`src/rtl/piezo_pkg.sv`:
```
// Shared types and constants for the piezo tone player.
// The optional inter-note gap is enabled with the PIEZO_GAP_EN macro.
package piezo_pkg;

   typedef enum logic [1:0] {
      IDLE,
      PLAY,
      GAP
   } state_t;

   localparam int unsigned PER_W_DEF     = 16;
   localparam int unsigned DUR_W_DEF     = 24;
   localparam int unsigned FAST_SHIFT    = 4;
   localparam int unsigned GAP_CLKS      = 4096;
   localparam int unsigned GAP_CLKS_FAST = 256;
   localparam int unsigned GAP_W         = 13;

endpackage

```
`src/rtl/piezo_div.sv`:
```
// Half-period divider: the phase starts high on restart and toggles
// each time the counter wraps from period-1 back to 0.
module piezo_div
   import piezo_pkg::*;
#(
   parameter int unsigned PER_W = PER_W_DEF
) (
   input  logic             clk,
   input  logic             rst,
   input  logic             i_restart,
   input  logic             i_en,
   input  logic [PER_W-1:0] i_period,
   output logic             o_phase
);

   logic [PER_W-1:0] r_cnt;
   logic             r_phase;

   always_ff @(posedge clk) begin
      if (rst) begin
         r_cnt   <= '0;
         r_phase <= 1'b0;
      end else if (i_restart) begin
         r_cnt   <= '0;
         r_phase <= 1'b1;
      end else if (i_en) begin
         if (r_cnt == i_period - PER_W'(1)) begin
            r_cnt   <= '0;
            r_phase <= ~r_phase;
         end else begin
            r_cnt <= r_cnt + PER_W'(1);
         end
      end
   end

   assign o_phase = r_phase;

endmodule

```
`src/rtl/piezo_tone.sv`:
```
// Note playback: drives a differential square wave for each handed-over note,
// then pulses note_done. Optional silent gap after each note: PIEZO_GAP_EN.
module piezo_tone
   import piezo_pkg::*;
#(
   parameter int unsigned PER_W    = PER_W_DEF,
   parameter int unsigned DUR_W    = DUR_W_DEF,
   parameter int unsigned FAST_SIM = 0
) (
   input  logic             clk,
   input  logic             rst,
   input  logic             note_vld,
   input  logic [PER_W-1:0] note_period,
   input  logic [DUR_W-1:0] note_dur,
   output logic             note_rdy,
   output logic             note_done,
   output logic             busy,
   output logic             piezo,
   output logic             piezo_n
);

   state_t           r_state, w_state_nxt;
   logic [DUR_W-1:0] r_dur, w_dur_nxt;
   logic [DUR_W-1:0] w_dur_shift, w_dur_eff;
   logic [PER_W-1:0] r_per, w_per_nxt;
   logic             r_done, w_done_nxt;
   logic             w_load, w_hs, w_last, w_tone, w_phase;

`ifdef PIEZO_GAP_EN
   localparam int unsigned GAP_LEN = (FAST_SIM != 0) ? GAP_CLKS_FAST : GAP_CLKS;
   logic [GAP_W-1:0] r_gap, w_gap_nxt;
`endif

   // Shift truncates; a zero-length result still plays one cycle.
   assign w_dur_shift = (FAST_SIM != 0) ? (note_dur >> FAST_SHIFT) : note_dur;
   assign w_dur_eff   = (w_dur_shift == '0) ? DUR_W'(1) : w_dur_shift;

   assign w_last = (r_state == PLAY) && (r_dur == DUR_W'(1));

`ifdef PIEZO_GAP_EN
   assign note_rdy = (r_state == IDLE);
`else
   assign note_rdy = (r_state == IDLE) || w_last;
`endif

   assign w_hs = note_vld & note_rdy;

   always_comb begin
      w_state_nxt = r_state;
      w_dur_nxt   = r_dur;
      w_per_nxt   = r_per;
      w_done_nxt  = 1'b0;
      w_load      = 1'b0;
`ifdef PIEZO_GAP_EN
      w_gap_nxt   = r_gap;
`endif
      case (r_state)
         IDLE: begin
            if (w_hs) w_load = 1'b1;
         end
         PLAY: begin
            if (w_last) begin
               w_done_nxt = 1'b1;
`ifdef PIEZO_GAP_EN
               w_state_nxt = GAP;
               w_gap_nxt   = GAP_W'(GAP_LEN);
`else
               if (w_hs) w_load = 1'b1;
               else      w_state_nxt = IDLE;
`endif
            end else begin
               w_dur_nxt = r_dur - DUR_W'(1);
            end
         end
`ifdef PIEZO_GAP_EN
         GAP: begin
            if (r_gap == GAP_W'(1)) w_state_nxt = IDLE;
            else                    w_gap_nxt   = r_gap - GAP_W'(1);
         end
`endif
         default: w_state_nxt = IDLE;
      endcase
      if (w_load) begin
         w_state_nxt = PLAY;
         w_dur_nxt   = w_dur_eff;
         w_per_nxt   = note_period;
      end
   end

   always_ff @(posedge clk) begin
      if (rst) begin
         r_state <= IDLE;
         r_dur   <= '0;
         r_per   <= '0;
         r_done  <= 1'b0;
`ifdef PIEZO_GAP_EN
         r_gap   <= '0;
`endif
      end else begin
         r_state <= w_state_nxt;
         r_dur   <= w_dur_nxt;
         r_per   <= w_per_nxt;
         r_done  <= w_done_nxt;
`ifdef PIEZO_GAP_EN
         r_gap   <= w_gap_nxt;
`endif
      end
   end

   assign w_tone = (r_state == PLAY) && (r_per != '0);

   piezo_div #(
      .PER_W (PER_W)
   ) u_div (
      .clk       (clk),
      .rst       (rst),
      .i_restart (w_load),
      .i_en      (w_tone),
      .i_period  (r_per),
      .o_phase   (w_phase)
   );

   assign piezo     = w_tone & w_phase;
   assign piezo_n   = w_tone & ~w_phase;
   assign busy      = (r_state != IDLE);
   assign note_done = r_done;

endmodule

```
`config.mk`:
```
export PLATFORM = sky130hd
export DESIGN_NAME = piezo_tone
export DESIGN_NICKNAME = d
export VERILOG_FILES = /design/src/rtl/piezo_pkg.sv /design/src/rtl/piezo_div.sv /design/src/rtl/piezo_tone.sv
export SDC_FILE = /design/constraint.sdc
export NUM_CORES = 1
export LEC_CHECK = 0
export ABC_AREA = 0
export CAP_MARGIN = 10
export CORE_ASPECT_RATIO = 0.75
export CORE_MARGIN = 2
export CORE_UTILIZATION = 60
export DETAILED_ROUTE_END_ITERATION = 16
export PLACE_DENSITY_LB_ADDON = 0.1
export SETUP_SLACK_MARGIN = 0.02
export SLEW_MARGIN = 25
export SYNTH_ARGS = -nofsm -noshare
export SYNTH_HDL_FRONTEND = slang
export SYNTH_SLANG_ARGS = --single-unit
```
`constraint.sdc`:
```
create_clock -name clk -period 5.98 [get_ports clk]
set_input_delay 0.598 -clock clk [delete_from_list [all_inputs] [get_ports clk]]
set_output_delay 0.598 -clock clk [all_outputs]
set_load 0.05 [all_outputs]
```
== Yosys cells after proc, flatten, opt, wreduce, memory -nomap -nowiden ==
Index checks and enable logic that the tools add are counted.

* Input bits: 43
* Flip-flop bits (word level): 60
* Memory bits (read-only): 0
* Output and inout port bits: 5
* RAM bits: 0
* Latch bits: 0
* Memories: 0

* Shift operators: 0
* Div/mod/pow operators: 0
* Add/subtract/negate cells: 3
* Reduce and logical (&&, ||, !) cells: 16
* Equality and inequality tests: 9
* Multiply operators: 0
* Mux-type cells: 16
* Bitwise operators: 6
* $lt $le $gt $ge: 0

{| class="wikitable"
|+ Operator list
! operator !! count
|-
| 2-to-1 mux 24 bit || 4
|-
| == test 24 x 1 -> 1 bit (second input constant) || 1
|-
| zero test 24 bit || 1
|-
| subtractor 24 x 1 -> 24 bit (second input constant) || 1
|-
| adder 16 x 1 -> 16 bit (second input constant) || 1
|-
| == test 16 bit || 1
|-
| 2-to-1 mux 16 bit || 1
|-
| nonzero test 16 bit || 1
|-
| subtractor 16 x 1 -> 16 bit (second input constant) || 1
|-
| nonzero test 2 bit || 4
|-
| 2-to-1 mux 1 bit || 7
|-
| inequality test 3 x 2 -> 1 bit (second input constant) || 2
|-
| AND reduction 3 bit || 2
|-
| 2-to-1 mux 2 bit || 2
|-
| inequality test 2 x 1 -> 1 bit (second input constant) || 2
|-
| inequality test 2 bit (second input constant) || 2
|-
| one-hot mux 2 bit (2 select lines) || 1
|-
| AND reduction 2 bit || 2
|-
| OR reduction 2 bit || 2
|-
| bitwise AND 1 bit || 3
|-
| NOT 1 bit || 3
|-
| == test 2 x 1 -> 1 bit (second input constant) || 1
|-
| logical AND 1 bit || 2
|-
| zero test 2 bit || 1
|-
| other kinds (2) || 2
|}

== Depth between registers and ports, before layout ==
Gate-level depths: netlist of run 1.

* Word-level depth: 9
* Gate-level depth with buffers: 12
* Gate-level depth less buffers: 9

== Hierarchy ==
Synthesis of run 1 repeated with hierarchy kept, for this count alone.

* Cell total of the unflattened synthesis: 468
* Area total of the unflattened synthesis: 3,668.5 um2

{| class="wikitable"
|+ By module, submodules not included
! module !! times used !! area an instance (um2) !! cells each
|-
| piezo_tone || 1 || 2,314.7 || 293
|-
| piezo_div || 1 || 1,353.8 || 175
|}

== Worst setup path before layout of run 1 ==
Ideal clock, no wire load.

* Kind: reg2out
* Start point: reg r_dur[16]
* End point: out note_rdy
* Arrival: 1.974 ns
* Slack: 3.408 ns
* Cell stages (with the launch flop): 7
* Buffers on the path: 2
* Cell sequence: dfxtp_1 -> or3_1 -> or3_1 -> o31a_1 -> inv_2 -> buf_4 -> buf_2

* Word-level cells in the longest chain between the ends: 3

{| class="wikitable"
|+ RTL lines
! item !! line !! text
|-
| start: declaration || piezo_tone.sv:23 || <nowiki>logic [DUR_W-1:0] r_dur, w_dur_nxt;</nowiki>
|-
| start signal: assignment || piezo_tone.sv:101 || <nowiki>r_dur <= w_dur_nxt;</nowiki>
|-
| == test 24 x 1 -> 1 bit || piezo_tone.sv:38 || <nowiki>assign w_last = (r_state == PLAY) && (r_dur == DUR_W'(1));</nowiki>
|-
| logical AND 1 bit || piezo_tone.sv:38 ||
|-
| logical OR 1 bit || piezo_tone.sv:43 || <nowiki>assign note_rdy = (r_state == IDLE) || w_last;</nowiki>
|-
| end: declaration || piezo_tone.sv:15 || <nowiki>output logic note_rdy,</nowiki>
|}

No other way between the ends.

== Worst setup path in the final report of run 1 ==
* Start point: reg r_dur[16]
* End point: reg r_dur[15]

* Word-level cells in the longest chain between the ends: 9

{| class="wikitable"
|+ RTL lines
! item !! line !! text
|-
| == test 24 x 1 -> 1 bit (*) || piezo_tone.sv:38 ||
|-
| logical AND 1 bit (*) || piezo_tone.sv:38 ||
|-
| logical OR 1 bit || piezo_tone.sv:43 ||
|-
| bitwise AND 1 bit || piezo_tone.sv:46 || <nowiki>assign w_hs = note_vld & note_rdy;</nowiki>
|-
| 2-to-1 mux 1 bit || piezo_tone.sv:59, piezo_tone.sv:68 ||
|-
| 2-to-1 mux 1 bit || piezo_tone.sv:62 || <nowiki>if (w_last) begin</nowiki>
|-
| one-hot mux 1 bit (2 select lines) || piezo_tone.sv:57 || <nowiki>case (r_state)</nowiki>
|-
| inequality test 2 x 1 -> 1 bit (no source line) or nonzero test 2 bit (tied branches) || -- ||
|-
| AND reduction 2 bit (no source line) || -- ||
|}

Every way passes the cells marked *; elsewhere a longest branch is shown, timed or not.
A chain may end at the register's enable or synchronous reset.

==> impl_metrics.yaml, run 1 <==
die:
  start_util_pct: 61.4
  ioPinCount: 48
  fp.dieW_um: 92.5
  floorplan.die.height_um: 70.4
  die-area_um2: 6510
  core_um2: 5740
  floorplan.rows: 24
sta:
  slew-limit-headroom_pct: 31.2
  hold_slack_ps: 497
  period_share_pct: 70.2
  setup_repair_after_global_routing_missed_its_margin: "false"
  worst_slew_pin_slew_ps: 1030
  finalWorstPathRequiredPeriod_ps: 4200
  setup_tns_ps: 0
  timing.clock.skew_ps: 9.05
  timing.final.hold_violations: 0
  fmax_mhz: 238
  finalMaxSlewViolations: 0
  setup_viol_count_final: 0
power_and_ir_drop:
  share_seq_of_total_power_pct: 40.8
  share_of_total_power_consumed_by_net_switching_pct: 30.1
  combinational_share_of_power_pct: 22.3
  vdd_ir_drop_max_uv: 178
  power.density_cell_area_nw_per_um2: 262
  cell_internal_power_dissipation_mw: 0.764
  power_frac_clock_pct: 36.8
  p_leak_nw: 1.41
  switching_power_of_the_nets_mw: 0.329
global_routing:
  first_global_vias: 3007
  largest_net_degree_at_the_start_of_global_routing: 45
  grt_usage_pct: 28.5
  grt_pass1_wl_um: 14700
  grt-ovfl-total: 0
  number_of_antenna_violations_at_the_first_check_in_global_routing: 0
detailed_routing:
  drtIter0Drc: 257
  drt-total-wl_um: 9080
  drt_pre_antenna_iters: 5
  detail_route.drc_violations: 0
  wl_per_cell_um: 16.2
  vias: 3520
  postRouteAntennaNets: 0
  vias_per_cell: 6.30
logic_synthesis:
  syn_area_per_cell_um2: 7.92
  synth-async-reset-ratio_pct: 0
  postSynthNetCount: 492
  synth_top_flop_cell: "sky130_fd_sc_hd__dfxtp_1"
  synth-warning-count: 0
  sequential_share_of_the_synthesized_area_pct: 33.5
  mappedNetlistArea_um2: 3520
  syn_inst: 445
  synth_enable_flop_cells: 0
  netlist_cell_types: 60
  synth_seq_cells: 59
cts:
  cts_buffer_depth: 2
  post_cts.repair.setup_buffers: 0
  hold_buffers: 0
  root_buffer: "sky130_fd_sc_hd__clkbuf_8"
  tritoncts.num_buffers: 9
  worst_setup_hold_path_clk_slew_ps: 70
  cts_repair_resize_count: 0
  clock-sinks: 59
  tritoncts: "done"
  clkLatencyLatePin_ps: 340
  cts-htree-levels: 3
placed_design:
  dp.final_hpwl_um: 6600
  placement.io_buffers: 47
  replace_congestion: 0.991
  dpl.cell_count: 544
  placed_area_um2: 3950
layout:
  area_overhead_vs_synth_pct: 18.3
  final_layout_size_suffix_gt1_share_pct: 7.48
  finish.utilization_pct: 72.7
  diodes: 0
  finalNonFillerCells: 559
  fillers: 450
  stdcell_area_um2: 4170
  fin_nets: 524
outcome:
  status: "completed"
critical_path:
  worst_ep_required_time_ps: 6150
  worstPathArrival_ps: 4370
  critical_setup_path_kind: "reg -> reg"
  setup.worst_path.start_class: "flip-flop"
  timing.critical_path.to_type: "flip-flop"
  crit_path_max_fanout: 33
worst_hold_path:
  min_path_type: "reg -> reg"
job:
  maxCapViolations: 0
-- power groups by stage --
stage	Clock, mW	Combinational, mW	Sequential (mW)
after global placement	0	0.234	0.452
after detailed placement	0	0.239	0.454
after floorplan	0	0.175	0.445
after global routing	0.421	0.267	0.449
after CTS	0.406	0.240	0.445
final	0.403	0.244	0.446
-- sequential cells by signal, indices dropped and copies added, names as in the netlist --
| signal | flops |
|---|---|
| r_per | 16 |
| r_dur | 24 |
| note_done | 1 |
| u_div.o_phase | 1 |
| u_div.r_cnt | 16 |
| r_state | 1 |
-- final timing paths --
kind / from / to / slack (ps) / cells after the start
hold / removal: r_dur[22] / r_dur[22] / 500 / 2
hold reg to reg: r_dur[22] / r_dur[22] / 500 / 2
setup / recovery: r_dur[16] / r_dur[15] / 1780 / 7
setup reg to reg: r_dur[16] / r_dur[15] / 1780 / 7
-- stage by stage --
stage	total power, mW	worst slack, ps
after floorplan	0.619	3410
after detailed placement	0.692	1850
after CTS	1.09	1840
final	1.09	1780
after global routing	1.14	1540
after global placement	0.686	1950
-- layer usage --
metal  wire length (µm)  up-vias  global-route usage, %
met5                  0        -                      0
met4                131        0                   8.62
met3                908       18                   7.98
met2               3730      187                   39.7
met1               4320     1626                   42.3
li1                   -     1689                      -
-- critical path, cell delays in order, from the launching register on --
cell and delay, ps:
sky130_fd_sc_hd__dfxtp_1 350, sky130_fd_sc_hd__or3_1 440, sky130_fd_sc_hd__or3_1 370, sky130_fd_sc_hd__o31a_1 580, sky130_fd_sc_hd__inv_2 530, sky130_fd_sc_hd__nand2_1 620, sky130_fd_sc_hd__nand2b_1 980, sky130_fd_sc_hd__o32ai_1 150
-- synthesized netlist by cell type, types with 6 or more instances --
library cell / number / share of area [%]
sky130_fd_sc_hd__a21oi_1: 41 / 5.8
sky130_fd_sc_hd__o21ai_0: 8 / 1.1
sky130_fd_sc_hd__clkbuf_1: 14 / 1.5
sky130_fd_sc_hd__xor2_1: 12 / 3.0
sky130_fd_sc_hd__nand2_1: 55 / 5.9
sky130_fd_sc_hd__dfxtp_1: 59 / 34
sky130_fd_sc_hd__buf_2: 6 / 0.85
sky130_fd_sc_hd__nor3_1: 25 / 3.6
sky130_fd_sc_hd__nor2_1: 36 / 3.8
sky130_fd_sc_hd__and3_1: 6 / 1.1
sky130_fd_sc_hd__inv_1: 10 / 1.1
sky130_fd_sc_hd__nor3_2: 10 / 2.8
sky130_fd_sc_hd__nand4_1: 10 / 1.8
sky130_fd_sc_hd__nor4_1: 15 / 2.7
sky130_fd_sc_hd__xnor2_1: 28 / 7.0
sky130_fd_sc_hd__nand3_1: 18 / 2.6
-- logic make-up (layout without fill, tap and decap cells) --
kind of cell / after synthesis / in the layout / synth area share (%)
buffers and inverters: 39 / 75 / 5.68
flip-flops: 59 / 59 / 33.5
multiplexers: 1 / 1 / 0.284
XOR/XNOR: 40 / 40 / 9.94
AO/OA/AOI/OAI: 94 / 94 / 17.4
AND/OR/NAND/NOR: 208 / 208 / 31.7
adder cells (fa/ha/maj): 4 / 4 / 1.42
-- placed cells by master, fill, tap and decap left out, drive strengths merged, types with 10 or more instances in the layout --
cell,instances
nand2,55
clkbuf,11
nand4,10
xnor2,28
nor3,35
o21ai,12
clkdlybuf4s50,47
nand3,18
a21oi,41
xor2,12
inv,11
nor4,18
nor2,36
dfxtp,59
-- cell type report --
class,count,area [µm²],share of cell area [%]
inverters,11,41.3,0.990
flip-flops and latches,59,1180,28.3
clock inverters,4,75.1,1.80
repair buffers,49,485,11.6
clock buffers,11,141,3.39
well taps,78,97.6,2.34
multi-input cells,347,2150,51.5
Note: power is estimated with default switching activity, not from simulation.
==> inputs of run 2 (changes only) <==
Settings changed: CORE_UTILIZATION 60 to 55.
Clock period 5.98 ns to 4.2 ns, I/O delays scaled along.
==> impl_metrics.yaml, run 2 (synthesis results as in run 1) <==
sta:
  finalWorstPathRequiredPeriod_ps: 3600
  setup_repair_after_global_routing_missed_its_margin: "false"
  setup_tns_ps: 0
  hold_slack_ps: 492
  timing.clock.skew_ps: 7.99
  finalMaxSlewViolations: 0
  setup_viol_count_final: 0
  fmax_mhz: 278
  timing.final.hold_violations: 0
  period_share_pct: 85.8
  slew-limit-headroom_pct: 39.1
  worst_slew_pin_slew_ps: 914
cts:
  root_buffer: "sky130_fd_sc_hd__clkbuf_8"
  clock-sinks: 59
  post_cts.repair.setup_buffers: 0
  tritoncts: "done"
  cts_buffer_depth: 2
  cts-htree-levels: 3
  cts_repair_resize_count: 0
  worst_setup_hold_path_clk_slew_ps: 70
  hold_buffers: 0
  clkLatencyLatePin_ps: 360
  tritoncts.num_buffers: 9
layout:
  seq_area_um2: 1180
  fillers: 556
  final_layout_size_suffix_gt1_share_pct: 8.25
  largest_reg_flops: 24
  mostFrequentLayoutCells: "sky130_fd_sc_hd__dfxtp_1, sky130_fd_sc_hd__nand2_1, sky130_fd_sc_hd__clkdlybuf4s50_1"
  diodes: 0
  stdcell_area_um2: 4200
  top_register: "r_dur"
  largest_registers: "r_dur: 24 flops, r_per: 16 flops, u_div.r_cnt: 16 flops"
  fin_nets: 528
  multi_input_area_um2: 2140
  layout.cells.most_common: "sky130_fd_sc_hd__dfxtp_1"
  finalNonFillerCells: 566
  area_overhead_vs_synth_pct: 19.2
critical_path:
  crit_path_max_fanout: 23
  critical_setup_path_kind: "reg -> out"
  delay_contributed_by_the_slowest_stage_of_the_critical_path_ps: 800
  setup.worst_path.start_class: "flip-flop"
  worst_ep_required_time_ps: 3780
  timing.critical_path.to_type: "output pin"
  worstPathArrival_ps: 3180
  crit_slowest_cell: "sky130_fd_sc_hd__clkdlybuf4s50_1"
  worstPathCellList: "nor4_1, nand3b_1, o31a_1, inv_2, clkdlybuf4s50_1"
placed_design:
  placement.io_buffers: 47
  placed_area_um2: 3980
  dp.final_hpwl_um: 6780
  replace_congestion: 0.922
  dpl.cell_count: 551
outcome:
  status: "completed"
global_routing:
  number_of_antenna_violations_at_the_first_check_in_global_routing: 0
  grt_usage_pct: 28.1
  first_global_vias: 3052
  grt_pass1_wl_um: 15200
  largest_net_degree_at_the_start_of_global_routing: 33
  grt-ovfl-total: 0
die:
  core_um2: 6260
  ioPinCount: 48
  die-area_um2: 7070
  fp.dieW_um: 96.4
  start_util_pct: 56.3
  floorplan.rows: 25
  floorplan.die.height_um: 73.3
detailed_routing:
  postRouteAntennaNets: 0
  detail_route.drc_violations: 0
  drtIter0Drc: 346
  wl_per_cell_um: 16.5
  vias_per_cell: 6.16
  drt_pre_antenna_iters: 7
  vias: 3485
  drt-total-wl_um: 9370
job:
  maxCapViolations: 0
power_and_ir_drop:
  vdd_ir_drop_max_uv: 226
  power.density_cell_area_nw_per_um2: 373
  p_leak_nw: 1.44
  total_power_mw: 1.56
worst_hold_path:
  min_path_type: "reg -> reg"
-- run 2: changes by cell type in the layout (fill, tap and decap cells not counted), sizes merged --
cell / change
clkbuf: -1
clkinv: +2
clkinvlp: -1
buf: +4
-- run 2: power by group --
group	internal [mW]	switching, mW
combinational	0.152	0.200
clock	0.344	0.233
sequential	0.592	0.0431
-- run 2: area by class of cell --
| type | count | share of cell area, % |
|---|---|---|
| multi-input combinational | 347 | 51.1 |
| inverter | 11 | 0.983 |
| timing repair buffer | 53 | 12.3 |
| clock inverter | 5 | 1.85 |
| sequential | 59 | 28.1 |
| tap | 81 | 2.41 |
| clock buffer | 10 | 3.28 |
-- run 2: path summary, 6_finish.rpt --
check	slack, ps	start	cells past startpoint	to
worst max-delay path	600	r_dur[11]	5	note_rdy
worst min-delay path	490	r_per[14]	2	r_per[14]
worst max register to register	930	r_dur[11]	7	r_dur[16]
worst min register to register	490	r_per[14]	2	r_per[14]
-- run 2: critical path: cells and delay by family (launching register included) --
family | cells | cell delay, ps
buffers and inverters | 2 | 950
AO/OA/AOI/OAI | 1 | 640
AND/OR/NAND/NOR | 2 | 870
flip-flops | 1 | 360
-- run 2: metrics by stage --
stage | utilization, % | worst slack, ps
after floorplan | - | 1800
after global placement | 63.7 | 1090
after detailed placement | 63.7 | 1020
after CTS | 67.1 | 645
after global routing | 67.1 | 397
final | 67.1 | 597
-- run 2: routing by layer --
metal	GRT usage, %	vias to the layer above	wire (µm)
li1	-	1683	-
met3	7.28	11	912
met4	8.29	0	95
met2	39.0	176	3870
met5	0	-	0
met1	42.4	1615	4490
==> inputs of run 3 (changes only) <==
Settings changed: CORE_ASPECT_RATIO 0.75 to default, CORE_UTILIZATION 55 to 60.
Clock period 4.2 ns to 4.3 ns, I/O delays scaled along.
==> impl_metrics.yaml, run 3 (synthesis results as in run 1) <==
cts:
  post_cts.repair.setup_buffers: 0
  clkLatencyLatePin_ps: 340
  root_buffer: "sky130_fd_sc_hd__clkbuf_8"
  clock-sinks: 59
  cts_repair_resize_count: 0
  cts-htree-levels: 3
  hold_buffers: 0
  tritoncts: "done"
  tritoncts.num_buffers: 9
  cts_buffer_depth: 2
  worst_setup_hold_path_clk_slew_ps: 60
power_and_ir_drop:
  vdd_ir_drop_max_uv: 235
  p_leak_nw: 1.45
  power_frac_clock_pct: 39.3
  total_power_mw: 1.59
  combinational_share_of_power_pct: 21.6
  share_seq_of_total_power_pct: 39.0
  power.density_cell_area_nw_per_um2: 377
  switching_power_of_the_nets_mw: 0.464
  cell_internal_power_dissipation_mw: 1.13
  share_of_total_power_consumed_by_net_switching_pct: 29.2
worst_hold_path:
  min_path_type: "reg -> reg"
detailed_routing:
  postRouteAntennaNets: 0
  drt_pre_antenna_iters: 6
  wl_per_cell_um: 16.9
  vias: 3542
  drtIter0Drc: 222
  detail_route.drc_violations: 0
  drt-total-wl_um: 9410
  vias_per_cell: 6.35
sta:
  worst_slew_pin_slew_ps: 949
  setup_repair_after_global_routing_missed_its_margin: "false"
  finalWorstPathRequiredPeriod_ps: 3370
  finalMaxSlewViolations: 0
  slew-limit-headroom_pct: 36.7
  setup_tns_ps: 0
  timing.final.hold_violations: 0
  period_share_pct: 78.3
  fmax_mhz: 297
  setup_viol_count_final: 0
  hold_slack_ps: 487
  timing.clock.skew_ps: 9.51
global_routing:
  grt_usage_pct: 30.6
  grt-ovfl-total: 0
  use_met3_pct: 5.96
  gr-usage-met2_pct: 52.3
  grt_pass1_wl_um: 15500
  grt_met1_usage_pct: 36.8
  first_global_vias: 3364
  grt_most_used_layer: "met2"
  number_of_antenna_violations_at_the_first_check_in_global_routing: 0
  largest_net_degree_at_the_start_of_global_routing: 45
layout:
  mostFrequentLayoutCells: "sky130_fd_sc_hd__dfxtp_1, sky130_fd_sc_hd__nand2_1, sky130_fd_sc_hd__clkdlybuf4s50_1"
  largest_reg_flops: 24
  fillers: 450
  diodes: 0
  largest_registers: "r_dur: 24 flops, r_per: 16 flops, u_div.r_cnt: 16 flops"
  finish.utilization_pct: 75.6
  area_overhead_vs_synth_pct: 19.6
  layout.cells.most_common: "sky130_fd_sc_hd__dfxtp_1"
  final_layout_size_suffix_gt1_share_pct: 8.23
  top_register: "r_dur"
  fin_nets: 528
die:
  start_util_pct: 63.2
  core_um2: 5570
  fp.dieW_um: 80.6
  floorplan.die.height_um: 80.6
  ioPinCount: 48
  floorplan.rows: 27
  die-area_um2: 6500
critical_path:
  cp-startpoint: "r_per[2]"
  setup.worst_path.start_class: "flip-flop"
  critical_setup_path_kind: "reg -> out"
  rr_endpoint: "u_div.o_phase"
  crit_path_max_fanout: 9
  setup.reg_to_reg.worst_slack_ps: 1200
  timing.critical_path.to_type: "output pin"
  endpoint: "piezo_n"
  crit-reg2reg-launch: "r_per[2]"
  reg2regPathDepth: 6
  worstPathArrival_ps: 2940
  worst_ep_required_time_ps: 3870
placed_design:
  replace_congestion: 0.918
  dp.final_hpwl_um: 6560
  placement.io_buffers: 47
job:
  maxCapViolations: 0
outcome:
  status: "completed"
-- run 3: changes by cell type in the layout (fill, tap and decap cells not counted), sizes merged --
cell	before	now
bufinv	2	3
clkbuf	10	11
clkinvlp	1	0
-- run 3: power groups by stage --
stage,clock [mW],combinational (mW),sequential [mW]
2_1_floorplan,0,0.243,0.618
3_3_place_gp,0,0.328,0.629
3_5_place_dp,0,0.335,0.631
4_1_cts,0.632,0.339,0.619
5_1_grt,0.648,0.379,0.625
6_report,0.625,0.344,0.621
-- run 3: final cells by class --
cell class / instances / area (µm²) / area share [%]
multi-input cells: 347 / 2140 / 50.9
flip-flops and latches: 59 / 1180 / 28.0
repair buffers: 53 / 515 / 12.2
clock buffers: 11 / 141 / 3.36
clock inverters: 5 / 100 / 2.38
well taps: 72 / 90.1 / 2.14
inverters: 11 / 41.3 / 0.980
-- run 3: metal layers --
metal  vias up  share of wire [%]
li1       1685                  -
met1      1677                 41
met2       146                 49
met3        34                6.5
met4         0                3.5
met5         -                  0
-- run 3: how the worst min path moves through the flow --
stage                    from  slack, ps  cells past startpoint         to
finish              r_dur[22]        490                      2  r_dur[22]
global route        r_dur[19]        530                      2  r_dur[19]
CTS                 r_dur[22]        490                      2  r_dur[22]
detailed placement  r_dur[22]        480                      2  r_dur[22]
global placement    r_dur[22]        470                      2  r_dur[22]
floorplan           r_dur[22]        460                      2  r_dur[22]
-- run 3: worst max-delay path: stages, from the launching register on --
cell,delay (ps)
sky130_fd_sc_hd__dfxtp_1,410
sky130_fd_sc_hd__or4_4,610
sky130_fd_sc_hd__or3_4,410
sky130_fd_sc_hd__o21a_1,270
sky130_fd_sc_hd__and2_1,200
sky130_fd_sc_hd__clkdlybuf4s50_1,700
-- run 3: through the flow --
stage          instance area (µm²)  cells  worst slack (ps)
2_1_floorplan                 3520    445              1900
3_3_place_gp                  3970    542              1330
3_5_place_dp                  3970    542              1300
4_1_cts                       4210    558               924
5_1_grt                       4210    558               857
6_report                      4210    558               932
